[config.mk]
export PLATFORM = sky130hd
export DESIGN_NAME = smm_job_arbiter
export DESIGN_NICKNAME = d
export VERILOG_FILES = /design/src/rtl/smm_job_arbiter.sv
export SDC_FILE = /design/constraint.sdc
export NUM_CORES = 1
export LEC_CHECK = 0
export CAP_MARGIN = 15
export CORE_MARGIN = 5
export CORE_UTILIZATION = 40
export CTS_CLUSTER_DIAMETER = 150
export CTS_CLUSTER_SIZE = 20
export DETAILED_ROUTE_END_ITERATION = 7
export PLACE_DENSITY_LB_ADDON = 0.15
export SYNTH_ARGS = -nofsm -noshare
export SYNTH_HDL_FRONTEND = slang
export SYNTH_SLANG_ARGS = --single-unit
[constraint.sdc]
create_clock -name clk -period 2.9 [get_ports clk]
set_clock_uncertainty 0.15 [all_clocks]
set_input_delay 0.725 -clock clk [delete_from_list [all_inputs] [get_ports clk]]
set_output_delay 0.725 -clock clk [all_outputs]
set_load 0.03 [all_outputs]
[src/rtl/smm_job_arbiter.sv]
// Round-robin arbiter sharing one SMM engine between two requesters: size strobe, A/B entry
// streaming, result routing and done/err reporting. Optional WAIT watchdog: SMM_ARB_WDOG_EN.
module smm_job_arbiter #(
  parameter int unsigned WDOG_CYCLES = 4095
) (
  input  logic       clk,
  input  logic       rst_n,
  input  logic [1:0] req,
  input  logic [1:0] req_size,
  output logic [1:0] grant,
  input  logic [1:0] ent_valid,
  input  logic [1:0] ent_mat,
  input  logic [1:0] ent_last,
  input  logic [9:0] ent_row,
  input  logic [9:0] ent_col,
  input  logic [7:0] ent_val,
  output logic [1:0] ent_ready,
  output logic       eng_valid_size,
  output logic       eng_size,
  output logic       eng_valid_a,
  output logic [4:0] eng_row_a,
  output logic [4:0] eng_col_a,
  output logic [3:0] eng_val_a,
  output logic       eng_valid_b,
  output logic [4:0] eng_row_b,
  output logic [4:0] eng_col_b,
  output logic [3:0] eng_val_b,
  input  logic       eng_out_valid,
  input  logic [4:0] eng_out_row,
  input  logic [4:0] eng_out_col,
  input  logic [8:0] eng_out_val,
  output logic [1:0] rsp_valid,
  output logic [4:0] rsp_row,
  output logic [4:0] rsp_col,
  output logic [8:0] rsp_val,
  output logic [1:0] rsp_done,
  output logic       rsp_err
);

  typedef enum logic [2:0] {S_IDLE, S_GRANT, S_LOAD, S_WAIT, S_DRAIN, S_DONE} state_e;

  typedef struct packed {
    logic [4:0] row;
    logic [4:0] col;
    logic [3:0] val;
  } ent_t;

  typedef struct packed {
    logic [4:0] row;
    logic [4:0] col;
    logic [8:0] val;
  } rsp_t;

  state_e     state_q;
  logic       g_q, last_q, job_size_q, err_q, last_seen_q;
  logic [1:0] grant_q, ent_ready_q, rsp_valid_q, rsp_done_q;
  logic       evs_q, va_q, vb_q, rsp_err_q;
  ent_t       lane_a_q, lane_b_q;
  rsp_t       rsp_q;

  logic       win_d, acc_d, mat_d, last_d, rng_bad_d, eov_d;
  ent_t       ent_d;
  rsp_t       eng_out_d;

`ifdef SMM_ARB_WDOG_EN
  localparam int unsigned CNT_W = $clog2(WDOG_CYCLES + 1);
  localparam logic [CNT_W-1:0] CNT_MAX = CNT_W'(WDOG_CYCLES - 1);
  logic [CNT_W-1:0] cnt_q;
  logic             discard_q;
`endif

  always_comb begin
    // Tie goes to whoever was not served last; otherwise the lone requester wins.
    win_d     = (req == 2'b11) ? ~last_q : req[1];
    ent_d     = g_q ? {ent_row[9:5], ent_col[9:5], ent_val[7:4]}
                    : {ent_row[4:0], ent_col[4:0], ent_val[3:0]};
    acc_d     = ent_ready_q[g_q] & ent_valid[g_q];
    mat_d     = ent_mat[g_q];
    last_d    = ent_last[g_q];
    rng_bad_d = ~job_size_q & (ent_d.row[4] | ent_d.col[4]);
    eng_out_d = {eng_out_row, eng_out_col, eng_out_val};
`ifdef SMM_ARB_WDOG_EN
    eov_d     = eng_out_valid & ~discard_q;
`else
    eov_d     = eng_out_valid;
`endif
  end

  always_ff @(posedge clk or negedge rst_n) begin
    if (!rst_n) begin
      state_q     <= S_IDLE;
      g_q         <= 1'b0;
      last_q      <= 1'b1;
      job_size_q  <= 1'b0;
      err_q       <= 1'b0;
      last_seen_q <= 1'b0;
      grant_q     <= '0;
      ent_ready_q <= '0;
      evs_q       <= 1'b0;
      va_q        <= 1'b0;
      vb_q        <= 1'b0;
      lane_a_q    <= '0;
      lane_b_q    <= '0;
      rsp_valid_q <= '0;
      rsp_q       <= '0;
      rsp_done_q  <= '0;
      rsp_err_q   <= 1'b0;
`ifdef SMM_ARB_WDOG_EN
      cnt_q       <= '0;
      discard_q   <= 1'b0;
`endif
    end else begin
      evs_q       <= 1'b0;
      va_q        <= 1'b0;
      vb_q        <= 1'b0;
      rsp_valid_q <= '0;
      rsp_done_q  <= '0;
      rsp_err_q   <= 1'b0;
`ifdef SMM_ARB_WDOG_EN
      // A burst that begins outside WAIT/DRAIN is stale (post-abort) until it ends.
      discard_q   <= eng_out_valid &
                     (discard_q | (state_q != S_WAIT && state_q != S_DRAIN));
`endif
      unique case (state_q)
        S_IDLE: begin
          if (|req) begin
            g_q        <= win_d;
            grant_q    <= win_d ? 2'b10 : 2'b01;
            evs_q      <= 1'b1;
            job_size_q <= req_size[win_d];
            state_q    <= S_GRANT;
          end
        end
        S_GRANT: begin
          ent_ready_q <= grant_q;
          last_seen_q <= 1'b0;
          state_q     <= S_LOAD;
        end
        S_LOAD: begin
          if (acc_d) begin
            if (mat_d) begin
              vb_q     <= 1'b1;
              lane_b_q <= ent_d;
            end else begin
              va_q     <= 1'b1;
              lane_a_q <= ent_d;
            end
            if (rng_bad_d) err_q <= 1'b1;
            if (last_d) begin
              ent_ready_q <= '0;
              last_seen_q <= 1'b1;
            end
          end else if (ent_ready_q[g_q]) begin
            err_q <= 1'b1;
          end
          // Stay one extra cycle so the final entry's lane beat is still in LOAD.
          if (last_seen_q) begin
            state_q <= S_WAIT;
`ifdef SMM_ARB_WDOG_EN
            cnt_q   <= '0;
`endif
          end
        end
        S_WAIT: begin
          if (eov_d) begin
            rsp_valid_q <= grant_q;
            rsp_q       <= eng_out_d;
            state_q     <= S_DRAIN;
`ifdef SMM_ARB_WDOG_EN
            cnt_q       <= '0;
          end else if (cnt_q == CNT_MAX) begin
            rsp_done_q  <= grant_q;
            rsp_err_q   <= 1'b1;
            state_q     <= S_DONE;
          end else begin
            cnt_q       <= cnt_q + 1'b1;
`endif
          end
        end
        S_DRAIN: begin
          if (eov_d) begin
            rsp_valid_q <= grant_q;
            rsp_q       <= eng_out_d;
`ifdef SMM_ARB_WDOG_EN
            cnt_q       <= '0;
`endif
          end else begin
            rsp_done_q  <= grant_q;
            rsp_err_q   <= err_q;
            state_q     <= S_DONE;
          end
        end
        S_DONE: begin
          grant_q <= '0;
          err_q   <= 1'b0;
          last_q  <= g_q;
          state_q <= S_IDLE;
        end
        default: state_q <= S_IDLE;
      endcase
    end
  end

  assign grant          = grant_q;
  assign ent_ready      = ent_ready_q;
  assign eng_valid_size = evs_q;
  assign eng_size       = job_size_q;
  assign eng_valid_a    = va_q;
  assign eng_row_a      = lane_a_q.row;
  assign eng_col_a      = lane_a_q.col;
  assign eng_val_a      = lane_a_q.val;
  assign eng_valid_b    = vb_q;
  assign eng_row_b      = lane_b_q.row;
  assign eng_col_b      = lane_b_q.col;
  assign eng_val_b      = lane_b_q.val;
  assign rsp_valid      = rsp_valid_q;
  assign rsp_row        = rsp_q.row;
  assign rsp_col        = rsp_q.col;
  assign rsp_val        = rsp_q.val;
  assign rsp_done       = rsp_done_q;
  assign rsp_err        = rsp_err_q;

endmodule

==> results of run 1 <==
[final timing paths]
| path | from | endpoint | cells after the start |
|---|---|---|---|
| min in group clk | last_seen_q | last_seen_q | 1 |
| worst max register to register | state_q[2] | rsp_val[1] | 3 |
| worst min-delay path | rst_n | rsp_row[3] | 1 |
| worst min register to register | last_seen_q | last_seen_q | 1 |
| worst max-delay path | grant[0] | grant[0] | 1 |
| max in group asynchronous | rst_n | state_q[2] | 2 |
[cells in the mapped netlist]
library cell  number  area share [%]
dfrtp_1           66              58
mux2_2            64              25
nor2_1             8             1.1
nand2_1            5            0.66
buf_6              4             1.6
inv_1              4            0.53
mux2i_1            4             1.4
nor3_1             4            0.71
buf_2              3            0.53
nor3b_1            3            0.80
o21ai_0            3            0.53
a21boi_0           2            0.53
clkbuf_1           2            0.27
nand3b_1           2            0.53
a211oi_1           1            0.27
a21o_1             1            0.27
a21oi_1            1            0.18
and3_2             1            0.27
and3b_2            1            0.35
buf_4              1            0.27
dfstp_2            1            0.93
nand4_1            1            0.22
nand4b_1           1            0.31
nor4_1             1            0.22
nor4_4             1            0.75
nor4b_4            1            0.84
o211a_1            1            0.35
o21a_1             1            0.27
o21bai_1           1            0.27
o311a_1            1            0.35
o32ai_1            1            0.31
o41ai_1            1            0.31
or3b_1             1            0.31
[kinds of logic (layout without fill, tap and decap cells)]
logic type,count (synthesis),in the layout
multiplexers,68,68
flip-flops,67,67
AND/OR/NAND/NOR,30,30
AO/OA/AOI/OAI,14,14
buffers and inverters,14,144
[power breakdown]
| part | total [mW] | switching [mW] | internal [mW] |
|---|---|---|---|
| clock | 0.707 | 0.333 | 0.374 |
| sequential | 1.63 | 0.263 | 1.37 |
| combinational | 2.63 | 1.37 | 1.26 |
[routing by layer]
layer / global-route usage (%) / share of wire, % / vias to the layer above
met3: 6.49 / 8.9 / 8
li1: - / - / 939
met5: 0 / 0 / -
met1: 19.0 / 40 / 983
met4: 6.74 / 0.86 / 0
met2: 24.9 / 50 / 74
[final cells by class]
type                    instances  share of cell area [%]
repair buffers                125                    28.9
multi-input cells             112                    24.8
well taps                      96                    2.79
flip-flops and latches         67                    39.0
clock buffers                  13                    3.93
clock inverters                 2                   0.233
inverters                       4                   0.349
[sequential cells by signal, indices dropped and copies added (netlist names), 4 cells and up]
name	flops
rsp_val	9
rsp_row	5
eng_val_b	4
eng_col_b	5
eng_row_a	5
rsp_col	5
eng_row_b	5
eng_val_a	4
eng_col_a	5
==> results.py, run 1 <==
metrics = {
    "global_routing": {
        "grt_overflow_total": 0,
        "grt_pass1_vias": 2101,
        "grt_pass1_wl_um": 10700,
        "gr-usage-all-layers_pct": 15.8,
        "grt_max_degree": 30,
        "antenna_found_initial": 0,
    },
    "cts": {
        "cts_tree": "built",
        "insertion_delay_ns": 0.33,
        "postCtsResizedCells": 0,
        "cts_setup_buffers": 0,
        "cts-htree-levels": 3,
        "clock-root-buffer": "clkbuf_8",
        "cts_buffer_depth": 2,
        "cts_made_buffers": 9,
        "clk_pin_slew_ns": 0.07,
        "cts_hold_buf": 0,
        "clock_sinks": 67,
    },
    "placed_design": {
        "place_area_um2": 4120,
        "place_hpwl_um": 5110,
        "dpl_worst_slack_ns": 0.277,
        "gp_congestion": 0.714,
        "io_buffers": 119,
        "placed_cells": 404,
    },
    "final_layout": {
        "fin_util_pct": 63.0,
        "diodes": 0,
        "syn2layout_area_growth_pct": 52.0,
        "fin_nets": 379,
        "final_cell_mix": "clkdlybuf4s50_1 (118), dfrtp_1 (66), mux2_2 (64), clkbuf_8 (12), nor2_1 (8)",
        "final_common_cell": "clkdlybuf4s50_1",
        "instances_no_fill": 419,
        "fillers": 578,
        "drive_gt1_share_pct": 28.2,
        "multi_input_area_um2": 1070,
        "design_area_um2": 4300,
        "seq_area_um2": 1680,
    },
    "synth": {
        "syn_nets": 253,
        "ys_types": 33,
        "synthSimpleGateAreaFrac_pct": 7.03,
        "synth.ff_latch_count": 67,
        "synth_compound_area_share_pct": 3.63,
        "synth.area.mux_share_pct": 26.9,
        "synth_area_per_cell_um2": 14.7,
        "postSynthCellCount": 193,
        "synth_top_family_by_area": "multiplexers",
        "synthAdderAreaFrac_pct": 0,
        "synthXorXnorAreaFrac_pct": 0,
        "yosys_warnings": 0,
        "syn_area_um2": 2830,
        "synth_seq_area_share_pct": 59.3,
    },
    "hold_path": {
        "hp-class": "in -> async",
    },
    "worst_setup_path": {
        "worstPathMaxFanout": 4,
        "cp_slowest_cell": "clkdlybuf4s50_1",
        "cp-start-kind": "flip-flop",
        "cp.required_ns": 2.03,
        "critPathKind": "reg -> out",
        "crit_family": "buffers and inverters",
        "cp_cell_sequence": "clkdlybuf4s50_1",
        "end_kind": "output port",
        "rrSetupSlack_ns": 0.62,
        "critPathMaxStageDelay_ns": 0.72,
        "crit_buf_inv": 1,
        "critPathArrivalTime_ns": 1.47,
    },
    "timing": {
        "maxSlewViolCount": 0,
        "holdWs_ns": 0.237,
        "rsz0062_at_grt": "no",
        "finalCritPeriodShare_pct": 81.0,
        "setup_ws_ns": 0.551,
        "tns_ns": 0,
        "slew-limit-headroom_pct": 30.0,
        "tightest_slew_ns": 1.05,
        "hold_viol": 0,
        "timing.fmax_mhz": 426,
        "setup_viol": 0,
        "period_needed_ns": 2.35,
    },
    "routing": {
        "wire_per_inst_um": 16.0,
        "ant_nets": 0,
        "via_count": 2004,
        "drt_first_pass_iters": 4,
        "wl_um": 6720,
        "drt-vias-per-instance": 4.78,
        "drc_errors": 0,
        "dr.first_iter.drc_count": 39,
    },
    "floorplan": {
        "io_pins": 120,
        "fp.coreArea_um2": 6830,
        "fp-row-count": 30,
        "start_util_pct": 41.4,
        "die_w_um": 94.1,
        "die_y_um": 94.1,
        "dieArea_um2": 8860,
    },
    "run_status": {
        "status": "finished, final reports clean",
    },
    "power": {
        "power_mw": 4.97,
        "power.leakage_nw": 1.81,
        "p_per_area_nw_per_um2": 1150,
        "vdd_ir_drop_max_v": 0.000551,
    },
    "job": {
        "cap_violations": 0,
    },
}
Note: power is estimated with default switching activity, not from simulation.
==> inputs of run 2 (changes only) <==
==> constraint.sdc (replaced) <==
create_clock -name clk -period 2.35 [get_ports clk]
set_clock_uncertainty 0.15 [all_clocks]
set_input_delay 0.5875 -clock clk [delete_from_list [all_inputs] [get_ports clk]]
set_output_delay 0.5875 -clock clk [all_outputs]
set_load 0.03 [all_outputs]
==> run 2 against run 1 <==
Effect of this change:
- via count up 0.65%
- power up 25%
- core utilization up 1.2 points
- non-clock buffer count up 8
- setup slack worse by 0.39 ns
- critical path type unchanged
- flip-flop and latch count unchanged
==> results.py, run 2 (synthesis results as in run 1) <==
metrics = {
    "power": {
        "power.leakage_nw": 1.85,
        "vdd_ir_drop_max_v": 0.000680,
        "p_per_area_nw_per_um2": 1420,
    },
    "routing": {
        "wl_um": 6780,
        "drt-vias-per-instance": 4.71,
        "wire_per_inst_um": 15.8,
        "ant_nets": 0,
        "drt_first_pass_iters": 4,
        "drc_errors": 0,
        "via_count": 2017,
        "dr.first_iter.drc_count": 47,
    },
    "cts": {
        "cts_tree": "built",
        "cts_buffer_depth": 2,
        "cts-htree-levels": 3,
        "insertion_delay_ns": 0.32,
        "clock-root-buffer": "clkbuf_8",
        "cts_made_buffers": 9,
        "cts_setup_buffers": 0,
        "cts_hold_buf": 0,
        "clock_sinks": 67,
        "clk_pin_slew_ns": 0.07,
        "postCtsResizedCells": 0,
    },
    "worst_setup_path": {
        "cp_slowest_cell": "clkdlybuf4s50_1",
        "cp-start-kind": "flip-flop",
        "worstPathMaxFanout": 4,
        "crit_family": "buffers and inverters",
        "cp.required_ns": 1.61,
        "critPathKind": "reg -> out",
        "crit_path_end": "grant[1]",
        "end_kind": "output port",
        "r2r_end": "eng_row_b[4]",
        "cp_cell_sequence": "clkdlybuf4s50_1",
        "rrSetupSlack_ns": 0.28,
        "crit_buf_inv": 1,
        "rr_startpoint": "state_q[0]",
        "cp.depth": 1,
        "critPathMaxStageDelay_ns": 0.71,
        "crit_start": "grant[1]",
        "rr_worst_depth": 4,
        "critPathArrivalTime_ns": 1.45,
    },
    "timing": {
        "slew-limit-headroom_pct": 62.1,
        "maxSlewViolCount": 0,
        "timing.fmax_mhz": 457,
        "setup_viol": 0,
        "finalCritPeriodShare_pct": 93.1,
        "tns_ns": 0,
        "hold_viol": 0,
        "setup_ws_ns": 0.162,
        "tightest_slew_ns": 0.552,
        "rsz0062_at_grt": "no",
        "period_needed_ns": 2.19,
    },
    "placed_design": {
        "io_buffers": 119,
        "dpl_worst_slack_ns": -0.102,
        "place_hpwl_um": 5230,
        "placed_cells": 412,
        "gp_congestion": 0.703,
    },
    "job": {
        "cap_violations": 0,
    },
    "floorplan": {
        "start_util_pct": 41.4,
        "io_pins": 120,
        "fp.coreArea_um2": 6830,
        "die_y_um": 94.1,
        "dieArea_um2": 8860,
        "die_w_um": 94.1,
        "fp-row-count": 30,
    },
    "hold_path": {
        "hp-class": "in -> async",
    },
    "final_layout": {
        "instances_no_fill": 428,
        "largest_reg_flops": 9,
        "fillers": 557,
        "diodes": 0,
        "drive_gt1_share_pct": 29.5,
        "fin_nets": 387,
        "syn2layout_area_growth_pct": 54.8,
        "final_cell_mix": "clkdlybuf4s50_1 (118), dfrtp_1 (66), mux2_2 (64), clkbuf_8 (11), buf_4 (11)",
        "final_common_cell": "clkdlybuf4s50_1",
    },
    "global_routing": {
        "grt_pass1_vias": 2162,
        "antenna_found_initial": 0,
        "gr-usage-all-layers_pct": 15.8,
        "grt_pass1_wl_um": 10600,
        "grt_max_degree": 31,
        "grt_overflow_total": 0,
    },
    "run_status": {
        "status": "finished, final reports clean",
    },
}
## run 2: cell count changes in the layout (fill, tap and decap cells not counted), sizes merged
cell,change
clkbuf,+1
buf,+8
## run 2: power breakdown
part	switching [mW]	internal (mW)	total, mW
Sequential	0.289	1.69	1.98
Clock	0.396	0.439	0.834
Combinational	1.77	1.63	3.40
## run 2: cell type report
cell class                 count  area, µm²  share of cell area (%)
clock buffer                  14        163                    3.71
clock inverter                 2       10.0                   0.229
inverter                       4       15.0                   0.343
multi-input combinational    112       1070                    24.3
sequential                    67       1680                    38.3
tap                           96        120                    2.74
timing repair buffer         133       1330                    30.3
## run 2: per-layer routing
layer  vias up  wire length, µm  global-route usage [%]
met5         -                0                       0
met4         0               81                    6.14
met3         9              548                    5.85
met2        68             3390                    26.0
met1       986             2750                    18.6
li1        954                -                       -
## run 2: worst min path at each step
stage,start,to,slack [ns],depth (start not counted)
final,rst_n,eng_row_a[1],0.07,1
after global routing,rst_n,eng_row_a[1],0.1,1
after CTS,rst_n,eng_row_a[1],0.08,1
after detailed placement,last_seen_q,last_seen_q,0.32,1
after global placement,last_seen_q,last_seen_q,0.31,1
after floorplan,rst_n,eng_col_a[0],0.14,0
## run 2: stage by stage
step / hold slack, ns / util, % / power, mW / instance area (µm²)
final: 0.0708 / 64.1 / 6.21 / 4380
after global routing: 0.0993 / 64.1 / 6.55 / 4380
after CTS: 0.0791 / 64.1 / 6.30 / 4380
after detailed placement: 0.318 / 61.6 / 5.43 / 4210
after global placement: 0.312 / 61.6 / 5.38 / 4210
after floorplan: 0.142 / - / 4.01 / 2830
